## src/rtl/wb_initiator.sv

```systemverilog
// rtl/wb_initiator.sv - Single-outstanding Wishbone master with retry, backoff and timeout
module wb_initiator #(
    parameter int dw          = 32,
    parameter int aw          = 32,
    parameter int TIMEOUT     = 255,
    parameter int MAX_RETRY   = 3,
    parameter int RETRY_DELAY = 4
) (
    input  logic          wb_clk,
    input  logic          wb_rst_n,
    input  logic          cmd_valid,
    output logic          cmd_ready,
    input  logic          cmd_we,
    input  logic [aw-1:0] cmd_adr,
    input  logic [dw-1:0] cmd_dat,
    input  logic [3:0]    cmd_sel,
    output logic          rsp_valid,
    input  logic          rsp_ready,
    output logic [dw-1:0] rsp_dat,
    output logic [1:0]    rsp_status,
    output logic          wb_cyc_o,
    output logic          wb_stb_o,
    output logic          wb_we_o,
    output logic [aw-1:0] wb_adr_o,
    output logic [dw-1:0] wb_dat_o,
    output logic [3:0]    wb_sel_o,
    input  logic [dw-1:0] wb_dat_i,
    input  logic          wb_ack_i,
    input  logic          wb_err_i,
    input  logic          wb_rty_i
);

    typedef enum logic [1:0] {IDLE, BUS, BACKOFF, RESP} state_t;

    localparam logic [1:0] ST_OK   = 2'b00;
    localparam logic [1:0] ST_ERR  = 2'b01;
    localparam logic [1:0] ST_TMO  = 2'b10;
    localparam logic [1:0] ST_RTYX = 2'b11;

    state_t        r_state, w_state_nxt;
    logic [3:0]    r_retry_cnt, w_retry_nxt;
    logic [7:0]    r_tmo_cnt, w_tmo_nxt;
    logic [7:0]    r_bo_cnt, w_bo_nxt;
    logic [8:0]    w_tmo_inc;
    logic          w_accept;
    logic          w_cyc_nxt;
    logic          w_rsp_valid_nxt;
    logic [dw-1:0] w_rsp_dat_nxt;
    logic [1:0]    w_rsp_status_nxt;

    assign w_tmo_inc = {1'b0, r_tmo_cnt} + 9'd1;

    always_comb begin
        w_state_nxt      = r_state;
        w_retry_nxt      = r_retry_cnt;
        w_tmo_nxt        = r_tmo_cnt;
        w_bo_nxt         = r_bo_cnt;
        w_accept         = 1'b0;
        w_cyc_nxt        = wb_cyc_o;
        w_rsp_valid_nxt  = rsp_valid;
        w_rsp_dat_nxt    = rsp_dat;
        w_rsp_status_nxt = rsp_status;
        case (r_state)
            IDLE: begin
                if (cmd_valid && cmd_ready) begin
                    w_accept    = 1'b1;
                    w_state_nxt = BUS;
                    w_retry_nxt = '0;
                    w_tmo_nxt   = '0;
                    w_cyc_nxt   = 1'b1;
                end
            end
            BUS: begin
                // Terminations are checked before the timeout so a late reply still wins.
                if (wb_err_i) begin
                    w_state_nxt      = RESP;
                    w_cyc_nxt        = 1'b0;
                    w_rsp_valid_nxt  = 1'b1;
                    w_rsp_dat_nxt    = '0;
                    w_rsp_status_nxt = ST_ERR;
                end else if (wb_ack_i) begin
                    w_state_nxt      = RESP;
                    w_cyc_nxt        = 1'b0;
                    w_rsp_valid_nxt  = 1'b1;
                    w_rsp_dat_nxt    = wb_we_o ? '0 : wb_dat_i;
                    w_rsp_status_nxt = ST_OK;
                end else if (wb_rty_i) begin
                    w_cyc_nxt = 1'b0;
                    if (r_retry_cnt == 4'(MAX_RETRY)) begin
                        w_state_nxt      = RESP;
                        w_rsp_valid_nxt  = 1'b1;
                        w_rsp_dat_nxt    = '0;
                        w_rsp_status_nxt = ST_RTYX;
                    end else begin
                        w_state_nxt = BACKOFF;
                        w_retry_nxt = r_retry_cnt + 4'd1;
                        w_bo_nxt    = '0;
                    end
                end else if (w_tmo_inc == 9'(TIMEOUT)) begin
                    w_state_nxt      = RESP;
                    w_cyc_nxt        = 1'b0;
                    w_rsp_valid_nxt  = 1'b1;
                    w_rsp_dat_nxt    = '0;
                    w_rsp_status_nxt = ST_TMO;
                end else begin
                    w_tmo_nxt = w_tmo_inc[7:0];
                end
            end
            BACKOFF: begin
                if (r_bo_cnt == 8'(RETRY_DELAY - 1)) begin
                    w_state_nxt = BUS;
                    w_cyc_nxt   = 1'b1;
                    w_tmo_nxt   = '0;
                end else begin
                    w_bo_nxt = r_bo_cnt + 8'd1;
                end
            end
            RESP: begin
                if (rsp_ready) begin
                    w_state_nxt     = IDLE;
                    w_rsp_valid_nxt = 1'b0;
                end
            end
        endcase
    end

    always_ff @(posedge wb_clk or negedge wb_rst_n) begin
        if (!wb_rst_n) begin
            r_state     <= IDLE;
            r_retry_cnt <= '0;
            r_tmo_cnt   <= '0;
            r_bo_cnt    <= '0;
            cmd_ready   <= 1'b0;
            wb_cyc_o    <= 1'b0;
            wb_stb_o    <= 1'b0;
            wb_we_o     <= 1'b0;
            wb_adr_o    <= '0;
            wb_dat_o    <= '0;
            wb_sel_o    <= '0;
            rsp_valid   <= 1'b0;
            rsp_dat     <= '0;
            rsp_status  <= ST_OK;
        end else begin
            r_state     <= w_state_nxt;
            r_retry_cnt <= w_retry_nxt;
            r_tmo_cnt   <= w_tmo_nxt;
            r_bo_cnt    <= w_bo_nxt;
            cmd_ready   <= (w_state_nxt == IDLE);
            wb_cyc_o    <= w_cyc_nxt;
            wb_stb_o    <= w_cyc_nxt;
            rsp_valid   <= w_rsp_valid_nxt;
            rsp_dat     <= w_rsp_dat_nxt;
            rsp_status  <= w_rsp_status_nxt;
            if (w_accept) begin
                wb_we_o  <= cmd_we;
                wb_adr_o <= cmd_adr;
                wb_dat_o <= cmd_dat;
                wb_sel_o <= cmd_sel;
            end
        end
    end

endmodule

```

## config.mk

```make
export PLATFORM = sky130hd
export DESIGN_NAME = wb_initiator
export DESIGN_NICKNAME = d
export VERILOG_FILES = /design/src/rtl/wb_initiator.sv
export SDC_FILE = /design/constraint.sdc
export NUM_CORES = 1
export LEC_CHECK = 0
export CORE_MARGIN = 5
export CORE_UTILIZATION = 35
export DETAILED_ROUTE_END_ITERATION = 7
export DONT_BUFFER_PORTS = 1
export GPL_TIMING_DRIVEN = 0
export PLACE_DENSITY = 0.61
export REMOVE_ABC_BUFFERS = 1
export SETUP_SLACK_MARGIN = 0.05
export SLEW_MARGIN = 20
export SYNTH_ARGS = -nofsm -noshare
export SYNTH_HDL_FRONTEND = slang
export SYNTH_SLANG_ARGS = --single-unit
```

## constraint.sdc

```tcl
create_clock -name wb_clk -period 4.3 [get_ports wb_clk]
set_clock_uncertainty 0.1 [all_clocks]
set_input_delay 0.645 -clock wb_clk [delete_from_list [all_inputs] [get_ports wb_clk]]
set_output_delay 0.645 -clock wb_clk [all_outputs]
set_load 0.005 [all_outputs]
```

==> impl_metrics.yaml, run 1 <==
outcome:
  status: "finished, final reports clean"
finish:
  multi_input_area_um2: 1900
  finish.net_count: 572
  areaGrowthSynthToFinish_pct: 16.8
  fin_cells: 661
  drive_gt1_share_pct: 26.8
  regArea_um2: 3200
  nFillCells: 1432
  antennaDiodeCount: 0
timing:
  relSlewSlack_pct: 46.0
  rsz0062_at_grt: "false"
  finalHoldViolCount: 0
  max_freq_ghz: 0.376
  setup_viol: 0
  tightest_slew_ns: 0.807
  fin_crit_ns: 2.66
  slew_violations: 0
  hold_ws_ns: 0.106
  finalCritPeriodShare_pct: 61.8
synthesis:
  synth_fa_ha_area_share_pct: 0.933
  syn_avg_cell_area_um2: 11.9
  synth-simple-area-share_pct: 9.61
  synth_top_family_by_area: "multiplexers"
  synth_edf_count: 0
  syn_inst: 451
  async_flop_share_pct: 100
  synth_mux_area_share_pct: 15.5
  synth_compound_area_share_pct: 7.86
  synth-xor-area-share_pct: 1.31
  syn_area_um2: 5360
  synthFlopType: "dfrtp_1"
  ys_warn_count: 0
  yosysUniqueCellTypes: 46
  ys_seq_area_share_pct: 59.7
  ys_seq_elements: 128
power:
  power.density_nw_per_um2: 776
  ir_worst_vdd_uv: 318
  p_leak_nw: 2.68
  fin_total_pwr_w: 0.00486
route:
  firstDrtPassIters: 4
  wl_per_cell_um: 19.0
  drc_errors: 0
  num_vias: 3369
  ant_nets: 0
  vias_per_cell: 5.10
  drt_iter0_markers: 153
  finalWirelength_um: 12600
clocking:
  cts_buffers: 17
  cts_buffer_depth: 2
  post-cts-setup-buffers: 0
  cts.sinks: 128
  cts_root_buf: "clkbuf_16"
  cts_tree: "yes"
  clk_pin_slew_worst_paths_ns: 0.06
  htreeDepth: 4
  clk_latency_ns: 0.41
grt:
  track_usage_pct: 14.1
  gr-total-overflow: 0
  grt_max_degree: 129
  antenna_found_initial: 2
  grt_first_pass_wirelength_um: 19800
  grt_pass1_vias: 3630
setup_path:
  cpPeakStageDelay_ns: 0.69
  crit_required_ns: 4.51
  crit_path_start_kind: "flop"
  crit_slowest_cell: "nor2b_1"
  worstSetupPathType: "reg2reg"
  crit_path_end_kind: "flop"
  path_cells: "nor2b_1 > nand2_1 > nor3_4 > buf_8 > buf_8 > buf_8 > nand3_1 > o21ai_0"
  cp.arrival_ns: 2.87
  crit_fanout: 25
  regToRegSetupSlack_ns: 1.64
  cpMostUsedCell: "buf_8"
die:
  die_area_um2: 17900
  rows: 45
  boundaryPins: 215
  start_util_pct: 35.5
  coreArea_um2: 15100
  die-width_um: 134
  fp.dieH_um: 134
placed_design:
  io_buffers: 0
  dp_hpwl_um: 9230
  gp_congestion: 0.784
  dpl.cell_count: 628
min_path:
  hold_path_class: "in2async"
job:
  drv_cap: 0
cell usage after synthesis (3+ instances only):
master    count  area, um^2
mux2_2       71         800
o21ai_0      20         100
ha_1          4        50.1
nand2_1      17        63.8
nand3_1      38         190
nor3_1        4        20.0
o21ai_1      24         120
a21oi_1       9        45.0
xor2_1        7        61.3
nand2b_1      3        18.8
clkbuf_1     11        41.3
inv_1        40         150
buf_2         9        45.0
dfrtp_1     128        3200
nor2_1       17        63.8
buf_4         4        30.0
or3_1         4        25.0
nand4_1       5        31.3
registers in the layout (all words and copies together), names as in the netlist, 2 cells and up:
signal / cells
r_bo_cnt: 8
r_retry_cnt: 4
r_state: 2
r_tmo_cnt: 8
rsp_dat: 32
rsp_status: 2
wb_adr_o: 32
wb_dat_o: 32
wb_sel_o: 4
path summary, 6_finish.rpt:
check                           depth (start not counted)                   from                 endpoint
max in group asynchronous                               1               wb_rst_n  rsp_dat[30]$_DFFE_PN0P_
min in group wb_clk                                     2            wb_dat_i[2]   rsp_dat[2]$_DFFE_PN0P_
worst min-delay path                                    1               wb_rst_n  wb_dat_o[7]$_DFFE_PN0P_
worst max register to register                          8   r_state[0]$_DFF_PN0_  rsp_dat[30]$_DFFE_PN0P_
worst max-delay path                                    8   r_state[0]$_DFF_PN0_  rsp_dat[30]$_DFFE_PN0P_
worst min register to register                          1  rsp_valid$_DFFE_PN0P_    rsp_valid$_DFFE_PN0P_
worst max-delay path: cells and delay by family, from the launching register on:
family / cells / cell delay [ns]
compound gates: 1 / 0.09
simple gates: 4 / 1.24
flops: 1 / 0.51
buf+inv: 3 / 0.59
logic make-up after synthesis:
kind of cell,Yosys count
AO/OA/AOI/OAI,70
XOR/XNOR,8
adder cells (fa/ha/maj),4
buffers and inverters,65
flip-flops,128
multiplexers,74
AND/OR/NAND/NOR,102
per-layer routing:
| layer | part of all wire [%] | global-route usage (%) |
|---|---|---|
| met3 | 12 | 9.03 |
| met4 | 1.8 | 5.20 |
| met5 | 0.20 | 0 |
| met1 | 37 | 14.9 |
| met2 | 49 | 22.9 |
per-stage QoR:
step           setup WS [ns]  cell area (um^2)  setup TNS, ns  util (%)
6_report                1.64              6260              0      41.5
5_1_grt                 1.33              6260              0      41.5
4_1_cts                 1.64              6260              0      41.5
3_5_place_dp            1.47              5620              0      37.2
3_3_place_gp           -4.33              5480        -356.38      36.3
2_1_floorplan          -2.22              5250        -178.03         -
cell type report:
type                    instances  share of cell area [%]
flip-flops and latches        128                    51.1
repair buffers                 14                    2.36
inverters                      41                    2.46
multi-input cells             258                    30.4
clock buffers                  17                    6.79
well taps                     188                    3.75
clock inverters                15                    3.12
where the power goes:
part | switching (W) | internal [W]
Clock | 0.000577 | 0.000933
Sequential | 0.000550 | 0.00179
Combinational | 0.000473 | 0.000546
Total | 0.00160 | 0.00327
timing repair:
action,4_1_cts,5_1_grt
hold buffers,1,0
resized for setup,0,0
hold endpoints to repair,128,0
cell usage in the layout, fill, tap and decap left out, types with 5 or more instances in the layout:
cell type / instances
dfrtp_1: 128
mux2_2: 71
inv_1: 40
nand3_1: 38
o21ai_1: 24
o21ai_0: 20
nor2_1: 17
nand2_1: 17
clkbuf_16: 17
buf_4: 10
a21oi_1: 9
xor2_1: 7
inv_6: 6
nand4_1: 5
Note: power is estimated with default switching activity, not from simulation.
==> inputs of run 2 (changes only) <==
==> constraint.sdc (replaced) <==
create_clock -name wb_clk -period 2.45 [get_ports wb_clk]
set_clock_uncertainty 0.1 [all_clocks]
set_input_delay 0.3675 -clock wb_clk [delete_from_list [all_inputs] [get_ports wb_clk]]
set_output_delay 0.3675 -clock wb_clk [all_outputs]
set_load 0.005 [all_outputs]
==> impl_metrics.yaml, run 2 (synthesis gave the netlist of run 1 again) <==
outcome:
  status: "finished with violations"
  violations: "negative hold slack"
placed_design:
  dpl.cell_count: 628
  gp_congestion: 0.784
  io_buffers: 0
  dp_hpwl_um: 9230
  place_area_um2: 5620
timing:
  finalHoldViolCount: 128
  setup_viol: 0
  max_freq_ghz: 0.446
  fin_crit_ns: 2.24
  finalCritPeriodShare_pct: 91.4
  setup_tns_ns: 0
  relSlewSlack_pct: 65.5
  slew_violations: 0
  hold_ws_ns: -0.460
  tightest_slew_ns: 0.515
  rsz0062_at_grt: "false"
finish:
  areaGrowthSynthToFinish_pct: 36.6
  layout_common_cells: "dfrtp_1 (126), dlygate4sd3_1 (94), mux2_2 (71), inv_1 (40), nand3_1 (38)"
  layout_commonest_cell: "dfrtp_1"
  reg.largest.list: "rsp_dat: 32 flops, wb_adr_o: 32 flops, wb_dat_o: 32 flops"
  fin_cells: 761
  antennaDiodeCount: 0
  finish.net_count: 672
  nFillCells: 1292
  drive_gt1_share_pct: 25.0
  fin_area_um2: 7320
setup_path:
  worstSetupPathType: "reg2reg"
  crit_path_start_kind: "flop"
  crit_fanout: 25
  crit_path_end_kind: "flop"
  crit_required_ns: 2.63
  cp.arrival_ns: 2.41
power:
  ir_worst_vdd_uv: 545
  combPwrFrac_pct: 22.6
  clockPowerShare_pct: 30.2
  p_switching_w: 0.00288
  p_int_w: 0.00589
  p_leak_nw: 3.10
  power_frac_seq_pct: 47.2
  power.density_nw_per_um2: 1200
  sw_frac_of_total_pct: 32.8
die:
  start_util_pct: 35.5
  coreArea_um2: 15100
  fp.dieH_um: 134
  die_area_um2: 17900
  rows: 45
  die-width_um: 134
  boundaryPins: 215
route:
  finalWirelength_um: 13600
  drt_iter0_markers: 130
  drc_errors: 0
  ant_nets: 0
  vias_per_cell: 5.00
  wl_per_cell_um: 17.9
  num_vias: 3802
  firstDrtPassIters: 4
clocking:
  cts_tree: "yes"
  cts.sinks: 128
  cts_buffer_depth: 2
  clk_latency_ns: 0.41
  cts_buffers: 17
  cts_root_buf: "clkbuf_16"
  clk_pin_slew_worst_paths_ns: 0.06
  htreeDepth: 4
grt:
  grt_first_pass_wirelength_um: 21300
  gr-total-overflow: 0
  track_usage_pct: 15.1
  grt_pass1_vias: 4052
  grt_max_degree: 129
  antenna_found_initial: 0
job:
  drv_cap: 0
min_path:
  hold_path_class: "in2async"
[run 2: critical path, stage by stage, from the launching register on]
cell,delay (ns)
dfrtp_1,0.45
and2_2,0.26
xnor2_1,0.16
a211oi_4,0.41
nor3_4,0.07
buf_8,0.15
buf_12,0.15
buf_12,0.15
nand3_1,0.08
o21ai_0,0.09
[run 2: path summary, 6_finish.rpt]
kind / startpoint / end / slack, ns / depth (start not counted)
min in group wb_clk: wb_dat_i[26] / rsp_dat[26]$_DFFE_PN0P_ / 0.02 / 2
max: r_tmo_cnt[1]$_DFFE_PN0P_ / rsp_dat[27]$_DFFE_PN0P_ / 0.21 / 9
min reg2reg: rsp_status[1]$_DFFE_PN0P_ / rsp_status[1]$_DFFE_PN0P_ / 0.43 / 1
min: wb_rst_n / wb_dat_o[7]$_DFFE_PN0P_ / -0.46 / 0
max reg2reg: r_tmo_cnt[1]$_DFFE_PN0P_ / rsp_dat[27]$_DFFE_PN0P_ / 0.21 / 9
max in group asynchronous: wb_rst_n / r_tmo_cnt[3]$_DFFE_PN0P_ / 2.45 / 0
[run 2: stage by stage]
step	utilization, %	total power [W]	worst slack, ns	hold WS [ns]
after floorplan	-	0.00524	-3.90	-0.0281
after global placement	36.3	0.00577	-6.02	-0.0243
after detailed placement	37.2	0.00591	-0.206	-0.0248
after CTS	47.7	0.00877	0.0483	-0.472
after global routing	48.5	0.00935	0.0466	-0.486
final	48.5	0.00877	0.210	-0.460
[run 2: final cells by class]
type / instances / area (um^2) / share of cell area (%)
clock buffers: 17 / 425 / 5.81
clock inverters: 15 / 195 / 2.67
inverters: 41 / 154 / 2.10
multi-input cells: 258 / 1980 / 27.1
flip-flops and latches: 128 / 3210 / 43.8
well taps: 188 / 235 / 3.21
repair buffers: 114 / 1120 / 15.3
[run 2: power by group through the flow]
stage          Clock (W)  Sequential [W]  Combinational [W]
2_1_floorplan          0         0.00379            0.00145
5_1_grt          0.00284         0.00429            0.00222
3_3_place_gp           0         0.00412            0.00165
4_1_cts          0.00272         0.00414            0.00191
3_5_place_dp           0         0.00413            0.00178
6_report         0.00265         0.00414            0.00198
[run 2: repair_timing]
action / in CTS / in global routing
setup buffers: 1 / 6
setup endpoints to repair: 28 / 29
hold endpoints to repair: 222 / 129
gates resized for setup: 6 / 12
pin swaps: 1 / 5
hold buffers: 93 / 1
[run 2: layer usage]
layer	routed length, um	GRT usage (%)	up-vias
met5	0	0	-
met4	275	5.83	0
met2	6710	25.1	188
met1	5130	16.4	1806
li1	-	-	1779
met3	1480	7.82	29
